$ cat src/rtl/frame_minmax_tracker_if.sv
// Sample-in / frame-result-out handshake bundle for frame_minmax_tracker.
// The master drives samples and accepts results; the slave is the tracker.
interface frame_minmax_tracker_if #(
  parameter int N     = 8,
  parameter int CNT_W = 16
);
  logic             in_valid;
  logic             in_ready;
  logic [N-1:0]     in_data;
  logic             in_last;
  logic             out_valid;
  logic             out_ready;
  logic [N-1:0]     out_max;
  logic [N-1:0]     out_min;
  logic [CNT_W-1:0] out_count;

  modport master (
    output in_valid, in_data, in_last, out_ready,
    input  in_ready, out_valid, out_max, out_min, out_count
  );

  modport slave (
    input  in_valid, in_data, in_last, out_ready,
    output in_ready, out_valid, out_max, out_min, out_count
  );
endinterface

$ cat src/rtl/frame_minmax_tracker.sv
// Per-frame running max/min/count over a valid/ready sample stream; the result is
// held on the output side until handed off. Define MINMAX_SIGNED_EN for signed samples.
module frame_minmax_tracker #(
  parameter int N     = 8,
  parameter int CNT_W = 16
) (
  input  logic                  clk,
  input  logic                  rst_n,
  frame_minmax_tracker_if.slave bus
);

  typedef enum logic [1:0] {
    IDLE  = 2'd0,
    ACCUM = 2'd1,
    HOLD  = 2'd2
  } state_e;

  state_e           state_q;
  logic             in_ready_q;
  logic             out_valid_q;
  logic [N-1:0]     max_q, min_q;
  logic [CNT_W-1:0] count_q;
  logic [N-1:0]     out_max_q, out_min_q;
  logic [CNT_W-1:0] out_count_q;

  logic             accept_s;
  logic             handoff_s;
  logic [N-1:0]     max_d, min_d;
  logic [CNT_W-1:0] count_d;

  function automatic logic greater_than(input logic [N-1:0] a, input logic [N-1:0] b);
`ifdef MINMAX_SIGNED_EN
    return $signed(a) > $signed(b);
`else
    return a > b;
`endif
  endfunction

  // Candidate max/min/count if the sample on the bus is accepted this cycle
  always_comb begin
    accept_s  = bus.in_valid & in_ready_q;
    handoff_s = out_valid_q & bus.out_ready;
    max_d     = max_q;
    min_d     = min_q;
    count_d   = count_q;
    if (state_q == IDLE) begin
      max_d   = bus.in_data;
      min_d   = bus.in_data;
      count_d = CNT_W'(1);
    end else begin
      if (greater_than(bus.in_data, max_q)) begin
        max_d = bus.in_data;
      end else begin
        max_d = max_q;
      end
      if (greater_than(min_q, bus.in_data)) begin
        min_d = bus.in_data;
      end else begin
        min_d = min_q;
      end
      // Saturate instead of wrapping so long frames report the ceiling
      if (count_q == {CNT_W{1'b1}}) begin
        count_d = count_q;
      end else begin
        count_d = count_q + CNT_W'(1);
      end
    end
  end

  // Frame FSM with registered handshake flags and result registers
  always_ff @(posedge clk or negedge rst_n) begin
    if (!rst_n) begin
      state_q     <= IDLE;
      in_ready_q  <= 1'b0;
      out_valid_q <= 1'b0;
      max_q       <= '0;
      min_q       <= '0;
      count_q     <= '0;
      out_max_q   <= '0;
      out_min_q   <= '0;
      out_count_q <= '0;
    end else begin
      case (state_q)
        IDLE, ACCUM: begin
          if (accept_s) begin
            max_q   <= max_d;
            min_q   <= min_d;
            count_q <= count_d;
            if (bus.in_last) begin
              state_q     <= HOLD;
              in_ready_q  <= 1'b0;
              out_valid_q <= 1'b1;
              out_max_q   <= max_d;
              out_min_q   <= min_d;
              out_count_q <= count_d;
            end else begin
              state_q    <= ACCUM;
              in_ready_q <= 1'b1;
            end
          end else begin
            // Also raises in_ready on the first cycle after reset release
            in_ready_q <= 1'b1;
          end
        end
        HOLD: begin
          if (handoff_s) begin
            state_q     <= IDLE;
            out_valid_q <= 1'b0;
            in_ready_q  <= 1'b1;
          end else begin
            out_valid_q <= 1'b1;
            in_ready_q  <= 1'b0;
          end
        end
        default: begin
          state_q     <= IDLE;
          in_ready_q  <= 1'b0;
          out_valid_q <= 1'b0;
        end
      endcase
    end
  end

  assign bus.in_ready  = in_ready_q;
  assign bus.out_valid = out_valid_q;
  assign bus.out_max   = out_max_q;
  assign bus.out_min   = out_min_q;
  assign bus.out_count = out_count_q;

endmodule

$ cat src/flat_wrapper.sv
// flat-port wrapper written by rule: the top's interface ports become plain ports
module frame_minmax_tracker_flat 
#(
  parameter int N     = 8,
  parameter int CNT_W = 16
)
  (clk, rst_n, bus_in_valid, bus_in_data, bus_in_last, bus_out_ready, bus_in_ready, bus_out_valid, bus_out_max, bus_out_min, bus_out_count);
  frame_minmax_tracker_if #(.N(N), .CNT_W(CNT_W)) bus_i ();
  input  logic clk;
  input  logic rst_n;
  input wire logic [$bits(bus_i.in_valid)-1:0] bus_in_valid;
  input wire logic [$bits(bus_i.in_data)-1:0] bus_in_data;
  input wire logic [$bits(bus_i.in_last)-1:0] bus_in_last;
  input wire logic [$bits(bus_i.out_ready)-1:0] bus_out_ready;
  output wire logic [$bits(bus_i.in_ready)-1:0] bus_in_ready;
  output wire logic [$bits(bus_i.out_valid)-1:0] bus_out_valid;
  output wire logic [$bits(bus_i.out_max)-1:0] bus_out_max;
  output wire logic [$bits(bus_i.out_min)-1:0] bus_out_min;
  output wire logic [$bits(bus_i.out_count)-1:0] bus_out_count;
  assign bus_i.in_valid = bus_in_valid;
  assign bus_i.in_data = bus_in_data;
  assign bus_i.in_last = bus_in_last;
  assign bus_i.out_ready = bus_out_ready;
  assign bus_in_ready = bus_i.in_ready;
  assign bus_out_valid = bus_i.out_valid;
  assign bus_out_max = bus_i.out_max;
  assign bus_out_min = bus_i.out_min;
  assign bus_out_count = bus_i.out_count;
  frame_minmax_tracker #(.N(N), .CNT_W(CNT_W)) u_core (.clk(clk), .rst_n(rst_n), .bus(bus_i));
endmodule
$ cat config.mk
export PLATFORM = sky130hd
export DESIGN_NAME = frame_minmax_tracker_flat
export DESIGN_NICKNAME = d
export VERILOG_FILES = /design/src/rtl/frame_minmax_tracker_if.sv /design/src/rtl/frame_minmax_tracker.sv /design/src/flat_wrapper.sv
export SDC_FILE = /design/constraint.sdc
export NUM_CORES = 1
export LEC_CHECK = 0
export ABC_AREA = 1
export BUFFER_PORTS_ARGS = -buffer_cell sky130_fd_sc_hd__buf_2
export CAP_MARGIN = 15
export CORE_ASPECT_RATIO = 1.4
export CORE_MARGIN = 5
export CORE_UTILIZATION = 27
export CTS_CLUSTER_SIZE = 28
export DETAILED_ROUTE_END_ITERATION = 8
export SLEW_MARGIN = 20
export SYNTH_ARGS = -nofsm -noshare
export SYNTH_HDL_FRONTEND = slang
export SYNTH_SLANG_ARGS = --single-unit
$ cat constraint.sdc
create_clock -name clk -period 2.72 [get_ports clk]
set_input_delay 0.272 -clock clk [delete_from_list [all_inputs] [get_ports clk]]
set_output_delay 0.272 -clock clk [all_outputs]
set_load 0.01 [all_outputs]
### After elaboration in Yosys (flattened, before gate mapping)

Index checks and enable logic that the tools add are counted.

* add/sub/neg operators: 1
* $lt $le $gt $ge: 2
* eq/ne operators: 6
* multiplexer cells: 18
* bitwise logic cells: 2
* reduce and logical (&&, ||, !) cells: 6

Operators by type and width (number)
* 2-to-1 mux 16 bit: 2
* 2-to-1 mux 8 bit: 4
* adder 16 x 1 -> 16 bit, second input constant: 1
* == test 16 bit, second input constant: 1
* > comparator 8 bit: 2
* 2-to-1 mux 1 bit: 6
* 2-to-1 mux 2 bit: 3
* AND reduction 2 bit: 3
* != test 2 x 1 -> 1 bit, second input constant: 2
* case mux 1 bit (2 select lines): 2
* case mux 2 bit (2 select lines): 1
* AND reduction 3 bit: 1
* AND 1 bit: 2
* == test 2 x 1 -> 1 bit, second input constant: 1
* == test 2 bit, second input constant: 1
* zero test 2 bit: 1
* != test 2 bit, second input constant: 1
* OR reduction 2 bit: 1

* flip-flop bits (word level): 68
* input bits: 13
* output and inout bits: 34
* word-level logic and storage cells: 44

### Depth between registers and ports, before layout

* depth in word-level cells: 4
* mapped depth: 14
* gate-level depth less buffers: 14

### Worst setup path before layout

OpenSTA, ideal clock, no wires.

* kind: register -> register
* from: register u_core.min_q[7]
* to: register u_core.min_q[0]
* setup time: 0.066 ns
* arrival time: 1.526 ns
* required time: 2.654 ns
* slack: 1.128 ns
* stages on the path, launching flop included: 10
* path buffers: 0
* clock period less this slack: 1.592 ns
* cells stage by stage: dfrtp_1 > ha_1 > a21o_1 > nor2_1 > nand2_1 > nand2_1 > nand2_1 > nand2_1 > nand3_1 > nand2_1

* longest elaborated chain between the ends: 3

Ends and longest elaborated chain
* start, declared: RTL line frame_minmax_tracker.sv:21 `logic [N-1:0] max_q, min_q;`
* start signal, assigned: RTL line frame_minmax_tracker.sv:87 `min_q <= min_d;`
* > comparator 8 bit: RTL line frame_minmax_tracker.sv:35 `return a > b;`
* 2-to-1 mux 8 bit: RTL line frame_minmax_tracker.sv:56 `if (greater_than(min_q, bus.in_data)) begin`
* 2-to-1 mux 8 bit: RTL line frame_minmax_tracker.sv:46 `if (state_q == IDLE) begin`

Every way passes these cells.
A chain may end at the register's enable or synchronous reset.

### Worst setup path after layout

* from: register u_core.min_q[7]
* to: register u_core.out_min_q[3] (netlist: u_core.bus.out_min[3])

* longest elaborated chain between the ends: 3

Ends and longest elaborated chain
* > comparator 8 bit: RTL line frame_minmax_tracker.sv:35
* 2-to-1 mux 8 bit: RTL line frame_minmax_tracker.sv:56
* 2-to-1 mux 8 bit: RTL line frame_minmax_tracker.sv:46
* end signal, assigned: RTL line frame_minmax_tracker.sv:94 `out_min_q <= min_d;`
* end, declared: RTL line frame_minmax_tracker.sv:23 `logic [N-1:0] out_max_q, out_min_q;`

Every way passes these cells.

==> Flow_metrics.wiki <==
{| class="wikitable"
! Metric !! Value
|-
| Number of hold-slack violations in the final timing report || 0
|-
| Clock-pin transition on the worst setup and hold timing paths || about 60 ps
|-
| Cell internal power dissipation || 2.876 mW
|-
| Min Clock Period, post-route || around 2000 ps
|-
| Combinational share of power || approximately 41%
|-
| Post-synth cell types || 30
|-
| Switching Share || a little over two fifths
|-
| Area contributors post-synth || sky130_fd_sc_hd__dfrtp_1 (46%), sky130_fd_sc_hd__nand2_1 (17%), sky130_fd_sc_hd__nand3_1 (13%)
|-
| Wirelength, routed || ~9.6 mm
|-
| Number of detailed-route iterations in the first pass || 4
|-
| Portion of the clock cycle consumed by the worst path in the final layout || 73.48%
|-
| Compound-gate portion of the synthesized area || under 10%
|-
| Max-Cap Viols || 0
|-
| FF-to-FF path depth || 9
|-
| Clock Path Buffers || 2
|-
| Std-Cell Rows || 50
|-
| Static Leak || ~2.3 nW
|-
| CTS tree || yes
|-
| Worst clock skew || just over 6 ps
|-
| Post-synthesis instance area || 3711 um2
|-
| Total Neg Setup Slack || 0 ps
|-
| Die Outline Area || 16220 um2
|-
| Area fraction of the dominant cell type after synthesis || 45.85%
|-
| Average cell area after synthesis || 7.589 um2
|-
| Async set or reset register ratio after synthesis || 100.0%
|-
| Worst setup startpoint || u_core.min_q[7]
|-
| Top-Level Pins || between 40 and 50
|-
| Clock Latency Late Sink || between 300 and 400 ps
|-
| Antenna-violating nets left || 0
|-
| Category of the most critical setup path || reg -> reg
|-
| Die Height || around 150 um
|-
| Xor/xnor share of the synthesized area || 0.9440%
|-
| CP Data Arrival Time || 2270 ps
|-
| Part of the total power dissipated in the clock network || about a quarter
|-
| Residual DRC count || 0
|-
| Flip-flop and latch count after synthesis || 68
|-
| Worst vdd ir || roughly 300 uV
|-
| Yosys warnings || 0
|-
| Sinks on Clock Net || 68
|-
| Top fanout value on the critical path || 9
|-
| Pin count of the biggest net entering global routing || 44
|-
| Portion of netlist area occupied by mux cells || 0%
|-
| Area of the core region || roughly 13000 um2
|-
| Dominant combinational cell family by area after synthesis || simple AND/OR/NAND/NOR gates
|-
| Number of enable flip-flop cells after synthesis || 0
|-
| Starting Density || 27.59%
|-
| Layout area overhead || 19.62%
|-
| Number of buffers inserted by hold repair at cts || 0
|-
| Mean routed wirelength per cell || 13.33 um
|-
| Cells after DPL || between 700 and 800
|-
| Number of antenna violations at the first check in global routing || 0
|-
| Reg-to-reg critical path endpoint || u_core.bus.out_min[3]
|-
| Cell type with the largest total area after synthesis || sky130_fd_sc_hd__dfrtp_1
|-
| Most frequent cells after synthesis || sky130_fd_sc_hd__nand2_1 (173), sky130_fd_sc_hd__nand3_1 (94), sky130_fd_sc_hd__dfrtp_1 (68), sky130_fd_sc_hd__inv_1 (51), sky130_fd_sc_hd__o21ai_0 (20)
|-
| Total clock buffers created by CTS || 9
|-
| Vias in the first global route || ~3400
|-
| Share of synthesized cell area in and, or, nand and nor gates || 35.00%
|-
| GRT Util Overall || approximately an eighth
|-
| FMAX || 500.3 MHz
|-
| Wire length of the first global-routing pass || ~16 mm
|-
| Global route overflow || 0
|-
| Beginning of the worst register-to-register path || u_core.min_q[7]
|-
| Total of cells resized after clock tree synthesis || 0
|-
| Root cell of the clock tree || sky130_fd_sc_hd__clkbuf_16
|-
| Nets || ~560
|-
| Htree depth || 3
|-
| Setup repair after global routing missed its margin || false
|-
| Die Wd || approximately 110 um
|-
| Routed via count || approximately 3400
|-
| Flip-flop cell with the highest count after synthesis || sky130_fd_sc_hd__dfrtp_1
|-
| Vias/cell || about 4.7
|-
| Proportion of synthesized chip area in sequential cells || a little under half
|-
| Worst rel slew slack || about half
|-
| Detailed router's first-iteration violation count || between 150 and 200
|-
| Areal power density over the cells || ~1100 nW/um2
|-
| Input/output buffers || 46
|-
| Leading cell type by number of instances after synthesis || sky130_fd_sc_hd__nand2_1
|-
| # Post-CTS Setup Buffers || 0
|-
| Sum of net half-perimeters after detailed placement || around 6.8 mm
|-
| Arithmetic-cell share of the synthesized area counting full adders, half adders and majority gates || between 5 and 6%
|-
| Element type at the critical path end || register
|-
| Antenna Cells || 0
|-
| Kind of start point of the critical path || register
|-
| Sw power || just over 2 mW
|-
| Status || complete, no violations
|-
| Fraction of layout instances using a drive strength above 1 || roughly 14%
|-
| Net count after synthesis || between 500 and 600
|-
| Synthesized instance count || approximately 490
|-
| Gp weighted congestion || approximately 0.85
|-
| Min-Delay Path Class || in -> async
|-
| Required time of the worst setup path || 2990 ps
|-
| Proportion of power drawn by flip-flops and latches || 34.9%
|-
| Setup violators final || 0
|-
| Worst-case register-to-register setup slack || between 700 and 800 ps
|-
| Pins over their slew limit || 0
|-
| Layout Cells excl Fill || between 700 and 800
|-
| Transition time of the tightest slew-check pin || 778.3 ps
|}
-- final cells by class --
cell class	count	area (um2)
Fill cell	1429	9011
Multi-Input combinational cell	350	1722
Sequential cell	68	1702
Timing Repair Buffer	50	285.3
Clock buffer	11	242.7
Tap cell	182	227.7
Inverter	53	198.9
Clock inverter	5	61.31
-- metal layers --
layer / up-vias / GRT usage (%) / wire length [um]
li1: 1665 / - / -
met1: 1616 / 13.95 / 3896
met2: 73 / 22.45 / 5116
met3: 13 / 2.996 / 423
met4: 0 / 4.675 / 148
met5: - / 0 / 0
-- sequential cells by signal, indices dropped and copies added (netlist names) --
| signal | count |
|---|---|
| u_core.count_q | 16 |
| u_core.state_q | 2 |
| u_core.min_q | 8 |
| u_core.bus.out_valid | 1 |
| u_core.bus.in_ready | 1 |
| u_core.bus.out_count | 16 |
| u_core.max_q | 8 |
| u_core.bus.out_max | 8 |
| u_core.bus.out_min | 8 |
-- cells in the final DEF (no fill, tap or decap), drive strengths merged --
cell and instances:
a21o 2, a21oi 4, a22oi 1, a31oi 1, buf 50, bufinv 1, clkbuf 11, clkinv 1
clkinvlp 3, dfrtp 68, ha 17, inv 53, nand2 173, nand3 96, nand4 6, nor2 20
nor3 3, o211ai 1, o21ai 21, o21bai 1, xnor2 1, xor2 3
-- through the flow --
| stage | worst slack, ps | cell area, um2 | power [mW] | utilization (%) | hold WS (ps) |
|---|---|---|---|---|---|
| CTS | 737.5 | 4439 | 5.005 | 33.00 | 49.36 |
| detailed placement | 652.9 | 4135 | 3.790 | 30.74 | 399.5 |
| finish | 721.4 | 4439 | 4.945 | 33.00 | 23.95 |
| global placement | 701.9 | 4135 | 3.733 | 30.74 | 393.7 |
| global route | 542.4 | 4439 | 5.397 | 33.00 | 88.43 |
| floorplan | 1128 | 3711 | 3.111 | - | -23.59 |
-- logic make-up after synthesis --
group	Yosys count
buffers and inverters	71
xor gates and xnor gates	4
DFF	68
AOI/OAI and AO/OA	31
and+or+nand+nor	298
adders and majority gates	17
-- how the worst max path moves through the flow --
stage,to,slack [ps]
floorplan,u_core.min_q[0],1130
global placement,u_core.bus.out_min[3],700
detailed placement,u_core.bus.out_min[3],650
CTS,u_core.bus.out_min[3],740
global route,u_core.bus.out_min[3],540
finish,u_core.bus.out_min[3],720
-- worst max-delay path, stage by stage, from the launching register on --
cell and delay (ps):
sky130_fd_sc_hd__dfrtp_1 400, sky130_fd_sc_hd__ha_1 310, sky130_fd_sc_hd__nand2_1 70, sky130_fd_sc_hd__nor2_1 160, sky130_fd_sc_hd__nand4_1 90, sky130_fd_sc_hd__nand2_1 260
sky130_fd_sc_hd__nand2_1 260, sky130_fd_sc_hd__nand2_1 150, sky130_fd_sc_hd__nand3_1 140, sky130_fd_sc_hd__nand2_1 90
-- power by group through the flow --
stage | Combinational, mW | Clock [mW] | Sequential (mW)
after detailed placement | 2.05 | 0 | 1.74
after global routing | 2.35 | 1.27 | 1.78
final | 2.03 | 1.19 | 1.73
after global placement | 2.00 | 0 | 1.73
after CTS | 2.06 | 1.22 | 1.73
after floorplan | 1.33 | 0 | 1.78
No activity file was read; power rests on OpenSTA's default activity.
